$ cat src/rtl/hazard_control_unit.sv
// Pipeline hazard sequencer for the 5-stage RV32 core.
// Drives stage-register write enables and bubble flushes for load-use stalls,
// multi-cycle mul/div occupancy of EX, taken-branch redirects and data-memory wait.
// Optional feature: define HAZARD_PERF_CNT_EN to add the stall_cycle_cnt output.
module hazard_control_unit #(
  parameter int unsigned MULDIV_LATENCY = 4  // total EX cycles per mul/div, 2..16
) (
  input  logic        clk,
  input  logic        rst,
  input  logic [4:0]  rs1_id,
  input  logic [4:0]  rs2_id,
  input  logic        rs1_used_id,
  input  logic        rs2_used_id,
  input  logic [4:0]  rd_ex,
  input  logic        mem_read_ex,
  input  logic        muldiv_ex,
  input  logic        branch_taken_ex,
  input  logic        mem_busy,
  output logic        pc_wr_en,
  output logic        if_id_wr_en,
  output logic        id_ex_wr_en,
  output logic        ex_mem_wr_en,
  output logic        if_id_flush,
  output logic        id_ex_flush,
  output logic        ex_mem_flush,
  output logic        md_busy
`ifdef HAZARD_PERF_CNT_EN
  ,
  output logic [31:0] stall_cycle_cnt
`endif
);

  typedef enum logic {StIdle, StMdBusy} state_t;

  // Counter value on the cycle the mul/div result is released to MEM.
  localparam logic [3:0] MdLast = 4'(MULDIV_LATENCY - 1);

  state_t     state;
  logic [3:0] md_cnt;
  logic       load_use;
  logic       md_stall;

  assign load_use = mem_read_ex && (rd_ex != 5'd0) &&
                    ((rs1_used_id && (rs1_id == rd_ex)) ||
                     (rs2_used_id && (rs2_id == rd_ex)));

  // Hold the front end while a mul/div occupies EX, up to its release cycle.
  assign md_stall = ((state == StIdle) && muldiv_ex) ||
                    ((state == StMdBusy) && (md_cnt != MdLast));

  // Mul/div occupancy sequencer; frozen while data memory is waiting.
  always_ff @(posedge clk or posedge rst) begin
    if (rst) begin
      state  <= StIdle;
      md_cnt <= 4'd0;
    end else if (!mem_busy) begin
      unique case (state)
        StIdle: begin
          if (muldiv_ex) begin
            state  <= StMdBusy;
            md_cnt <= 4'd1;
          end
        end
        StMdBusy: begin
          if (md_cnt == MdLast) begin
            state  <= StIdle;
            md_cnt <= 4'd0;
          end else begin
            md_cnt <= md_cnt + 4'd1;
          end
        end
        default: begin
          state  <= StIdle;
          md_cnt <= 4'd0;
        end
      endcase
    end
  end

  // Prioritised stage controls: reset, memory wait, mul/div, redirect, load-use.
  always_comb begin
    pc_wr_en     = 1'b1;
    if_id_wr_en  = 1'b1;
    id_ex_wr_en  = 1'b1;
    ex_mem_wr_en = 1'b1;
    if_id_flush  = 1'b0;
    id_ex_flush  = 1'b0;
    ex_mem_flush = 1'b0;
    md_busy      = (state == StMdBusy) && !rst;
    if (rst) begin
      pc_wr_en     = 1'b0;
      if_id_wr_en  = 1'b0;
      id_ex_wr_en  = 1'b0;
      ex_mem_wr_en = 1'b0;
      if_id_flush  = 1'b1;
      id_ex_flush  = 1'b1;
      ex_mem_flush = 1'b1;
    end else if (mem_busy) begin
      // Freeze everything; pending redirect/load-use re-evaluates once the wait drops.
      pc_wr_en     = 1'b0;
      if_id_wr_en  = 1'b0;
      id_ex_wr_en  = 1'b0;
      ex_mem_wr_en = 1'b0;
    end else if (md_stall) begin
      // Op stays in EX; feed MEM a bubble until the result is ready.
      pc_wr_en     = 1'b0;
      if_id_wr_en  = 1'b0;
      id_ex_wr_en  = 1'b0;
      ex_mem_flush = 1'b1;
    end else if ((state == StIdle) && branch_taken_ex) begin
      // ID instruction is squashed, so any load-use against it is moot.
      if_id_flush = 1'b1;
      id_ex_flush = 1'b1;
    end else if ((state == StIdle) && load_use) begin
      pc_wr_en    = 1'b0;
      if_id_wr_en = 1'b0;
      id_ex_flush = 1'b1;
    end
  end

`ifdef HAZARD_PERF_CNT_EN
  logic [31:0] stall_cnt;

  // Count every non-reset cycle where the PC is held; wraps naturally.
  always_ff @(posedge clk or posedge rst) begin
    if (rst) begin
      stall_cnt <= 32'd0;
    end else if (!pc_wr_en) begin
      stall_cnt <= stall_cnt + 32'd1;
    end
  end

  assign stall_cycle_cnt = stall_cnt;
`endif

endmodule

$ cat config.mk
export PLATFORM = sky130hd
export DESIGN_NAME = hazard_control_unit
export DESIGN_NICKNAME = d
export VERILOG_FILES = /design/src/rtl/hazard_control_unit.sv
export SDC_FILE = /design/constraint.sdc
export NUM_CORES = 1
export LEC_CHECK = 0
export CAP_MARGIN = 10
export CORE_AREA = 4 4 45 47
export DETAILED_ROUTE_END_ITERATION = 8
export DIE_AREA = 0 0 49 51
export GPL_ROUTABILITY_DRIVEN = 0
export PLACE_DENSITY_LB_ADDON = 0.12
export SYNTH_ARGS = -nofsm -noshare
export SYNTH_HDL_FRONTEND = slang
export SYNTH_SLANG_ARGS = --single-unit
$ cat constraint.sdc
create_clock -name clk -period 1.5 [get_ports clk]
set_clock_uncertainty 0.1 [all_clocks]
set_input_delay 0.225 -clock clk [delete_from_list [all_inputs] [get_ports clk]]
set_output_delay 0.225 -clock clk [all_outputs]
set_load 0.02 [all_outputs]
# After elaboration in Yosys (flattened, before gate mapping)
# Index checks and enable logic that the tools add are counted.
dict set report word_totals {
  regBits 5
  wordCells 52
}
dict set report classes {
  add_sub_neg 1
  eq_ne 5
  muxes 28
  bitwise_logic 2
  reduce_logical 14
}
# op n
set op_table {}
lappend op_table {{$mux W1} 24}
lappend op_table {{$eq A5 B5 Y1} 2}
lappend op_table {{$logic_and A1 B1 Y1} 9}
lappend op_table {{$mux W4} 2}
lappend op_table {{$pmux W4 S2} 1}
lappend op_table {{$reduce_bool A5 Y1} 1}
lappend op_table {{$add A4 B1 Y4 const B} 1}
lappend op_table {{$eq A4 B2 Y1 const B} 1}
lappend op_table {{$ne A4 B2 Y1 const B} 1}
lappend op_table {{$logic_or A1 B1 Y1} 2}
lappend op_table {{$ne A2 B2 Y1 const B} 1}
lappend op_table {{$not A1 Y1} 2}
lappend op_table {{$pmux W1 S2} 1}
lappend op_table {{$reduce_and A2 Y1} 1}
lappend op_table {{$logic_not A1 Y1} 1}

# Logic depth before layout (Yosys ltp)
# Gate-level depths: netlist (run 1).
dict set report logic_depth {
  ltp_word 10
  mapped_depth 6
  mapped_depth_nobuf 5
}

# Worst setup path before layout (run 1)
# OpenSTA, ideal clock, no wires.
dict set report synth_timing {
  path_kind {register -> output}
  start {register state}
  end {output port id_ex_flush}
  arrival_time_ns 1.544
  required_time_ns 1.175
  path_slack_ns -0.369
  stages_incl_launch_ff 5
  n_path_buf 1
  cell_sequence {dfrtp_1 -> buf_2 -> o21ai_0 -> nand2_1 -> o31ai_1}
}
dict set report synth_between {
  elab_chain_len 7
  word_cells_on_any_way 11
  cone_classes {5 x mux; 1 x bitwise; 5 x reduce/logical}
}
# item line
set synth_lines {}
lappend synth_lines {{start: declaration} 38} ;# state_t state;
lappend synth_lines {{start signal: assignment} 54} ;# state <= StIdle;
lappend synth_lines {{start signal: assignment} 60} ;# state <= StMdBusy;
lappend synth_lines {{start signal: assignment} 66} ;# state <= StIdle;
lappend synth_lines {{$not A1 Y1} n/a}
lappend synth_lines {{$logic_and A1 B1 Y1} 114} ;# end else if ((state == StIdle) && load_use) begin
lappend synth_lines {{$mux W1} 114}
lappend synth_lines {{$mux W1} 110} ;# end else if ((state == StIdle) && branch_taken_ex) begin
lappend synth_lines {{$mux W1 *} 104} ;# end else if (md_stall) begin
lappend synth_lines {{$mux W1 *} 98} ;# end else if (mem_busy) begin
lappend synth_lines {{$mux W1 *} 90} ;# if (rst) begin
lappend synth_lines {{end: declaration} 24} ;# output logic id_ex_flush,
# Every way passes the cells marked *; elsewhere a longest branch is shown, timed or not.

# Worst setup path after layout (run 1)
dict set report layout_timing {
  start {register md_cnt[1]}
  end {output port pc_wr_en}
}
dict set report layout_between {
  elab_chain_len 6
}
# item line
set layout_lines {}
lappend layout_lines {{start: declaration} 39} ;# logic [3:0] md_cnt;
lappend layout_lines {{start signal: assignment} 69} ;# md_cnt <= md_cnt + 4'd1;
lappend layout_lines {{$ne A4 B2 Y1} 49} ;# ((state == StMdBusy) && (md_cnt != MdLast));
lappend layout_lines {{$logic_and A1 B1 Y1} 49}
lappend layout_lines {{$logic_or A1 B1 Y1} 48} ;# assign md_stall = ((state == StIdle) && muldiv_ex) ||
lappend layout_lines {{$mux W1} 104}
lappend layout_lines {{$mux W1} 98}
lappend layout_lines {{$mux W1} 90}
lappend layout_lines {{end: declaration} 19} ;# output logic pc_wr_en,
# Every way passes these cells.

==> results of run 1 <==
layout by cell type, fill, tap and decap left out, types with 2 or more instances in the layout:
cell type                         netlist  routed
sky130_fd_sc_hd__buf_2                  1       4
sky130_fd_sc_hd__nor2b_4                0       2
sky130_fd_sc_hd__buf_6                  0      12
sky130_fd_sc_hd__dlygate4sd2_1          0       6
sky130_fd_sc_hd__buf_4                  1      19
sky130_fd_sc_hd__o21ai_2                0       2
sky130_fd_sc_hd__clkdlybuf4s15_1        0       3
sky130_fd_sc_hd__clkdlybuf4s50_1        0       6
sky130_fd_sc_hd__dfrtp_1                5       4
sky130_fd_sc_hd__nor4_2                 1       2
sky130_fd_sc_hd__xor2_1                 8       7
sky130_fd_sc_hd__nor2_1                 4       2
sky130_fd_sc_hd__inv_1                  4       4
sky130_fd_sc_hd__xnor2_1                2       2
sky130_fd_sc_hd__a21o_1                 2       2
sky130_fd_sc_hd__a22o_1                 2       2
sky130_fd_sc_hd__clkbuf_4               0       3
sky130_fd_sc_hd__o21ai_0                5       2
per-stage QoR:
stage          instances  setup slack [ps]  TNS, ps  utilization (%)
3_3_place_gp         116             -1100    -5950             56.1
6_report             123              -320    -1550             63.8
5_1_grt              123              -421    -2210             63.8
4_1_cts              122              -321    -1710             61.4
3_5_place_dp         116             -1150    -6170             56.1
2_1_floorplan         55              -161     -467                -
sequential cells by signal, indices dropped and copies added, names as in the netlist:
signal / cells
state: 1
md_cnt: 4
metal layers:
layer | part of all wire (%) | vias up | global-route usage (%)
met4 | 3.1 | 0 | 10.8
met2 | 55 | 21 | 25.4
met3 | 6.9 | 5 | 7.29
li1 | - | 301 | -
met1 | 35 | 278 | 15.1
met5 | 0 | - | 0
area by class of cell:
class                      instances  area (µm²)
sequential                         5         126
tap                               17        21.3
inverter                           4        15.0
clock buffer                       4        26.3
timing repair buffer              50         440
fill                             141         598
multi-input combinational         43         424
cells in the mapped netlist (2+ instances only):
cell                      n
sky130_fd_sc_hd__xor2_1   8
sky130_fd_sc_hd__dfrtp_1  5
sky130_fd_sc_hd__o21ai_0  5
sky130_fd_sc_hd__inv_1    4
sky130_fd_sc_hd__nor2_1   4
sky130_fd_sc_hd__a21o_1   2
sky130_fd_sc_hd__a22o_1   2
sky130_fd_sc_hd__nor2b_1  2
sky130_fd_sc_hd__xnor2_1  2
power breakdown:
group	switching [mW]	internal [mW]
clock	0.0591	0.101
sequential	0.0297	0.169
combinational	0.213	0.306
total	0.301	0.576
cell families (layout without fill, tap and decap cells):
group	count (synthesis)	after routing	share of synthesized area (%)
AOI/OAI and AO/OA	15	15	23.3
xor gates and xnor gates	10	10	18.5
adders and majority gates	1	1	2.65
buffers and inverters	7	58	6.61
DFF	5	5	26.5
and+or+nand+nor	17	17	22.5
critical path, delay by kind of cell, from the launching register on:
kind            cells  cell delay, ps
flops               1             350
fa+ha+maj           1             190
compound gates      2             300
buf+inv             1             110
simple gates        2             300
path summary, 6_finish.rpt:
kind	endpoint	slack [ps]	cells after the start
setup / recovery	pc_wr_en	-320	6
hold / removal	md_cnt[2]$_DFFE_PP0P_	300	3
setup reg to reg	md_cnt[0]$_DFFE_PP0P_	110	6
hold reg to reg	md_cnt[1]$_DFFE_PP0P_	510	2
max in group asynchronous	state$_DFFE_PP0N_	880	3
min in group clk	state$_DFFE_PP0N_	510	3
what timing repair did:
item	in CTS	in global routing
pin swaps	17	1
gates resized for setup	105	9
setup buffers	3	2
hold buffers	0	0
endpoints found under the setup margin	8	7
==> results, run 1 <==
- The count of unique library cells instantiated by Yosys is 30.
- In this run the number of H-tree levels came out at 1.
- The mapped netlist covers about 470 µm².
- The data required time at the worst endpoint is between 1000 and 1500 ps.
- Data on the critical path arrives at its endpoint at approximately 1500 ps.
- The number of nets in the final layout is 131.
- The HPWL after detailed placement is between 1000 and 1500 µm.
- The worst setup path is of the flop to output pin kind.
- Traced cell by cell, the critical path runs through ha_2 -> nand4bb_1 -> o21ai_2 -> and2_4 -> o311a_4 -> buf_6.
- At the pin with the least slew margin, the transition time is between 400 and 500 ps.
- The via count of the first global-routing pass was approximately 650.
- The detail-routed via count per cell is about 4.9.
- The run finished, with violations left.
- The peak per-stage delay on the critical path is 350 ps.
- The number of antenna violations at the first check in global routing is 0.
- The routed wirelength normalized by instance count is 13.3 µm.
- The area fraction of the dominant cell type after synthesis is 26.5%.
- The cell count after synthesis came out at 55.
- Overall power consumption after layout is estimated at about 0.9 mW.
- The portion of the clock cycle consumed by the worst path in the final layout is 121%.
- The remaining antenna violation count after routing is 0.
- The mean cell area of the mapped netlist is around 8.6 µm².
- The boundary pin count is 31.
- The number of synthesized flops with an enable pin is 0.
- After global routing the overflow that remains totals 0.
- By area the synthesized netlist is led by sky130_fd_sc_hd__dfrtp_1 (26%), sky130_fd_sc_hd__xor2_1 (15%), sky130_fd_sc_hd__o21ai_0 (5.3%).
- Across the run, the number of max-cap violations was 0.
- The launching element type of the critical path is a flop.
- The first global-routing pass estimated 2850 µm of wire.
- The leakage dissipation is around 0.50 nW.
- The largest net degree at the start of global routing is 6.
- The region available for standard cell placement spans around 1700 µm².
- The power density relative to cell area is 833 nW/µm².
- The standard cell with the maximum stage delay on the critical path is sky130_fd_sc_hd__dfrtp_1.
- The async set or reset register ratio after synthesis is 100%.
- The number of standard-cell rows in the floorplan is 15.
- The cell sitting at the root of the clock tree is a sky130_fd_sc_hd__clkbuf_4.
- The detailed router placed roughly 600 vias in this run.
- Clock-pin slew was measured on the worst setup and hold paths at approximately 40 ps.
- The TritonCTS clock tree is built.
- The full die area is between 2000 and 2500 µm².
- The first routing iteration left 5 violations.
- The worst hold path belongs to the class primary input to async pin.
- The number of synthesized register bits is 5.
- The horizontal die dimension is between 40 and 50 µm.
- The count of port buffers added during placement is 30.
- The repair_antennas step left the layout with diodes totalling 0.
- The final reports fail on negative setup slack.
- The worst setup path is captured at an output pin.
- The worst setup path startpoint is md_cnt[1]$_DFFE_PP0P_.
- The most used flip-flop cell after synthesis is sky130_fd_sc_hd__dfrtp_1.
- The total wirelength of the detailed-routed design is 1630 µm.
- The remaining routing DRC violations is 0.
- The post-route netlist has 53.8% of its cells at a drive strength greater than 1.
- The worst IR drop on VDD is between 0.8 and 0.9 mV.
- The maximum fanout count along the critical path is 3.
- The number of synthesis warnings is 0.
- The clock drives 5 sinks.
- The later pin in the worst-skew pair is clocked with a latency of about 250 ps.
- The cell taking the most area after synthesis is sky130_fd_sc_hd__dfrtp_1.
- The maximum number of buffers from clock root to sink is 2.
- The area of all placed cells without fillers is between 1000 and 1500 µm².
- The max-slew violation total from the final report came to 0.
- For this run, the detailed router's first-pass iteration total came to 3.
- Hold timing on the final database bottoms out at a slack of between 200 and 300 ps.
- The synthesized net count is between 70 and 80.
- The hold violation count in the final report is 0.
- The highest clock rate is around 550 MHz.
- The cell area after placement is between 900 and 1000 µm².
- The worst reg2reg path startpoint is md_cnt[1]$_DFFE_PP0P_.
- Buffers inserted during clock tree synthesis total 3.
- Setup violations remaining at the end of the flow were counted as 7.
- Setup repair after global routing could not meet its margin everywhere.
- For this configuration, the core starts out at a cell density of roughly 29%.
- The chip height is between 50 and 60 µm.
- The smallest setup slack after layout is -320 ps.
- The worst path in the final design needs a cycle of around 1800 ps, including I/O delays and setup.
- The headroom to the max-slew limit is between 70 and 80%.
- The register area share after synthesis is about a quarter.
- The layout overhead on the synthesized area is 123%.
- In the global route stage, overall resource usage came out at approximately 15%.
(Power assumes the default switching activity.)
==> inputs of run 2 (changes only) <==
--- a/config.mk
+++ b/config.mk
@@ -6,9 +6,9 @@
 export NUM_CORES = 1
 export LEC_CHECK = 0
 export CAP_MARGIN = 10
-export CORE_AREA = 4 4 45 47
+export CORE_AREA = 4 4 41 43
 export DETAILED_ROUTE_END_ITERATION = 8
-export DIE_AREA = 0 0 49 51
+export DIE_AREA = 0 0 45 47
 export GPL_ROUTABILITY_DRIVEN = 0
 export PLACE_DENSITY_LB_ADDON = 0.12
 export SYNTH_ARGS = -nofsm -noshare
==> constraint.sdc (replaced) <==
create_clock -name clk -period 2.3 [get_ports clk]
set_clock_uncertainty 0.1 [all_clocks]
set_input_delay 0.345 -clock clk [delete_from_list [all_inputs] [get_ports clk]]
set_output_delay 0.345 -clock clk [all_outputs]
set_load 0.02 [all_outputs]
==> run 2 against run 1 <==
The flow now finishes without violations. Cell area down 14%. Sequential cell count stayed put. Combinational power down 54%. Count of clock-buffer cells in the layout did not move. Via count down 4.1%. Global-route usage grew 0.33 points. Sequential share of layout area is 1.8 points higher. Setup slack better by 410 ps. Largest power group unchanged.
==> results, run 2 (synthesis results as in run 1) <==
- In the finished design, the share of the clock period the worst path needs comes to a little over nine tenths.
- The chip height is 47 µm (-7.8%).
- The first-pass detailed-route iteration total is 4 (+1).
- The slew of the pin with the lowest slew margin is 354 ps (-54.8 ps).
- The number of endpoints failing setup at the final stage is 0 (-7).
- The signal arrival time at the worst endpoint was 1770 ps (+270 ps).
- The hold buffer count at cts is 0 (unchanged).
- The boundary pin count was 31 (unchanged).
- The met1 track utilization from global routing is 16.4% (+1.3 points).
- The worst hold path belongs to the class primary input to async pin.
- The max-slew violation total from the final report was 0 (unchanged).
- The commonest non-fill, non-tap cell in the layout is sky130_fd_sc_hd__buf_4.
- The leakage dissipation is 0.473 nW (-4.9%).
- The core footprint is 1300 µm² (-21%).
- The via count of the first global-routing pass is 593 (-8.6%).
- The violation count after the first detailed-routing iteration is 3 (-2).
- The global-route met3 utilization is 6.51% (-0.78 points).
- The register containing the most flip-flops in the final layout is md_cnt.
- The flow ran to the end, and the final reports show no timing, DRC or antenna violations.
- The number of nets in the final layout is 124 (-5.3%).
- The horizontal die dimension is 45 µm (-8.2%).
- The number of H-tree levels is 1 (unchanged).
- The clock insertion delay at the later pin of the skew report is 240 ps (about the same).
- The count of port buffers added during placement is 30 (unchanged).
- The clock period could shrink to approximately 2200 ps.
- The final cell utilization of the core is 69.5% (+5.7 points).
- The worst setup path is captured at an output pin.
- The layout overhead on the synthesized area is 91.3%.
- The total setup buffers inserted after CTS is 0 (-3).
- The first-pass GRT wire length came to 2400 µm (-16%).
- The power density relative to cell area is 517 nW/µm² (-38%).
- The flip-flop count of the largest register, all copies and words added is 4 (unchanged).
- The highest clock rate is roughly 450 MHz.
- The count of filler cells inserted in the layout was 118 (-16%).
- The area occupied by multi-input gates is 320 µm² (-24%).
- The remaining antenna violation count after routing came to 0 (unchanged).
- The data required time at the worst endpoint was 1860 ps (+690 ps).
- The count of non-filler cells in the finished layout is 114 (-7.3%).
- The remaining routing DRC violations is 0 (unchanged).
- In this run the critical register-to-register path is captured at md_cnt[0]$_DFFE_PP0P_.
- The placed wire-length estimate after detailed placement is 1290 µm (+1.7%).
- Setup repair after global routing left no endpoint under its margin.
- CTS placed an instance of sky130_fd_sc_hd__clkbuf_4 at the clock tree root.
- The detail-routed via count per cell is 5.09 (+3.4%).
- The total clock buffers created by CTS is 3 (unchanged).
- The worst setup path startpoint is rd_ex[3].
- The overall power after layout is 0.468 mW (-47%).
- The type of the worst setup path is primary input to output pin.
- The capturing element of the worst setup path is if_id_wr_en.
- The top cell types in the final layout, fill and taps aside, are sky130_fd_sc_hd__buf_4 (13), sky130_fd_sc_hd__clkdlybuf4s50_1 (11), sky130_fd_sc_hd__xor2_1 (8), sky130_fd_sc_hd__dlymetal6s2s_1 (8).
- The headroom to the max-slew limit was 76.2% (+3.7 points).
- The cell area after placement is 873 µm² (-5.7%).
- The maximum number of buffers from clock root to sink is 2 (unchanged).
- The number of antenna violations at the first check in global routing was 0 (unchanged).
- The total area of sequential cells is 125 µm² (-0.99%).
- The via total after detailed routing is 580 (-4.1%).
- The global-route layer with the greatest usage is met2.
- The clock slew seen by the registers of the worst setup and hold paths is 40 ps (about the same).
- The leftover overflow at the end of global routing came to 0 (unchanged).
- The share of layout cells above drive strength 1 is 23.2% (-31 points).
- The global router's overall resource usage is 15.7% (+0.33 points).
- The launching element type of the critical path is a primary input.
- The worst IR drop on VDD is 0.757 mV (-10%).
- The area of all placed cells without fillers is 905 µm² (-14%).
- The worst-case register-to-register setup slack was 820 ps (+710 ps).
- The worst reg2reg path startpoint is md_cnt[1]$_DFFE_PP0P_.
- The number of standard-cell rows in the floorplan is 13 (-2).
- The placed instance count is 110 (-5.2%).
- The full die area is 2120 µm² (-15%).
- The setup TNS after final layout is 0 ps (+1550 ps).
- The largest registers in the layout are md_cnt: 4 flops, state: 1 flops.
- The initial standard-cell utilization of the core is 36.3% (+7.7 points).
- The largest net degree at the start of global routing is 8 (+2).
- The number of cells traversed by the worst register-to-register path was 6 (unchanged).
- The maximum fanout count along the critical path is 3 (unchanged).
- The number of clock sinks was 5 (unchanged).
- The total inserted antenna cells is 0 (unchanged).
- The total wirelength of the detailed-routed design was 1500 µm (-8.0%).
- The met2 usage is 30.2% (+4.8 points).
- The routed wirelength normalized by instance count is 13.2 µm (-0.71%).
- The max-cap violation count is 0 (unchanged).
- TritonCTS built the clock tree.
- The hold violation count in the final report is 0 (unchanged).
-- run 2: routing by layer --
metal	share of wire, %	up-vias
met2	55	23
met5	0	-
met1	38	266
li1	-	291
met3	7.1	0
met4	0	0
-- run 2: metrics by stage --
| stage | worst slack, ps | hold slack, ps |
|---|---|---|
| 2_1_floorplan | 311 | 37.6 |
| 3_3_place_gp | -534 | 403 |
| 3_5_place_dp | -545 | 436 |
| 4_1_cts | 12.1 | 390 |
| 5_1_grt | 2.47 | 398 |
| 6_report | 85.6 | 384 |
-- run 2: how the worst min path moves through the flow --
stage,startpoint,end,slack (ps),cells after the start
2_1_floorplan,rst,md_cnt[0]$_DFFE_PP0P_,40,1
3_3_place_gp,md_cnt[1]$_DFFE_PP0P_,md_cnt[1]$_DFFE_PP0P_,400,1
3_5_place_dp,md_cnt[1]$_DFFE_PP0P_,md_cnt[1]$_DFFE_PP0P_,440,1
4_1_cts,rst,md_cnt[2]$_DFFE_PP0P_,390,3
5_1_grt,rst,md_cnt[2]$_DFFE_PP0P_,400,3
6_report,rst,md_cnt[2]$_DFFE_PP0P_,380,3
-- run 2: repair_timing --
item,4_1_cts,5_1_grt
gates resized for setup,27,14
endpoints found under the setup margin,6,5
pin swaps,3,4
-- run 2: final cells by class --
class,instances,share of cell area (%)
Timing Repair Buffer,43,44.1
Sequential cell,5,13.8
Inverter,4,1.66
Tap cell,15,2.07
Clock buffer,4,2.90
Multi-Input combinational cell,43,35.4
-- run 2: critical path: stages --
cell and delay [ps]:
sky130_fd_sc_hd__dlygate4sd2_1 260, sky130_fd_sc_hd__xor2_1 170, sky130_fd_sc_hd__nor4_2 260, sky130_fd_sc_hd__a32oi_1 170, sky130_fd_sc_hd__o311a_1 410, sky130_fd_sc_hd__buf_6 150
-- run 2: where the power goes --
| part | switching [mW] | total, mW | internal (mW) |
|---|---|---|---|
| Combinational | 0.102 | 0.239 | 0.137 |
| Sequential | 0.0202 | 0.130 | 0.109 |
| Clock | 0.0340 | 0.0994 | 0.0655 |
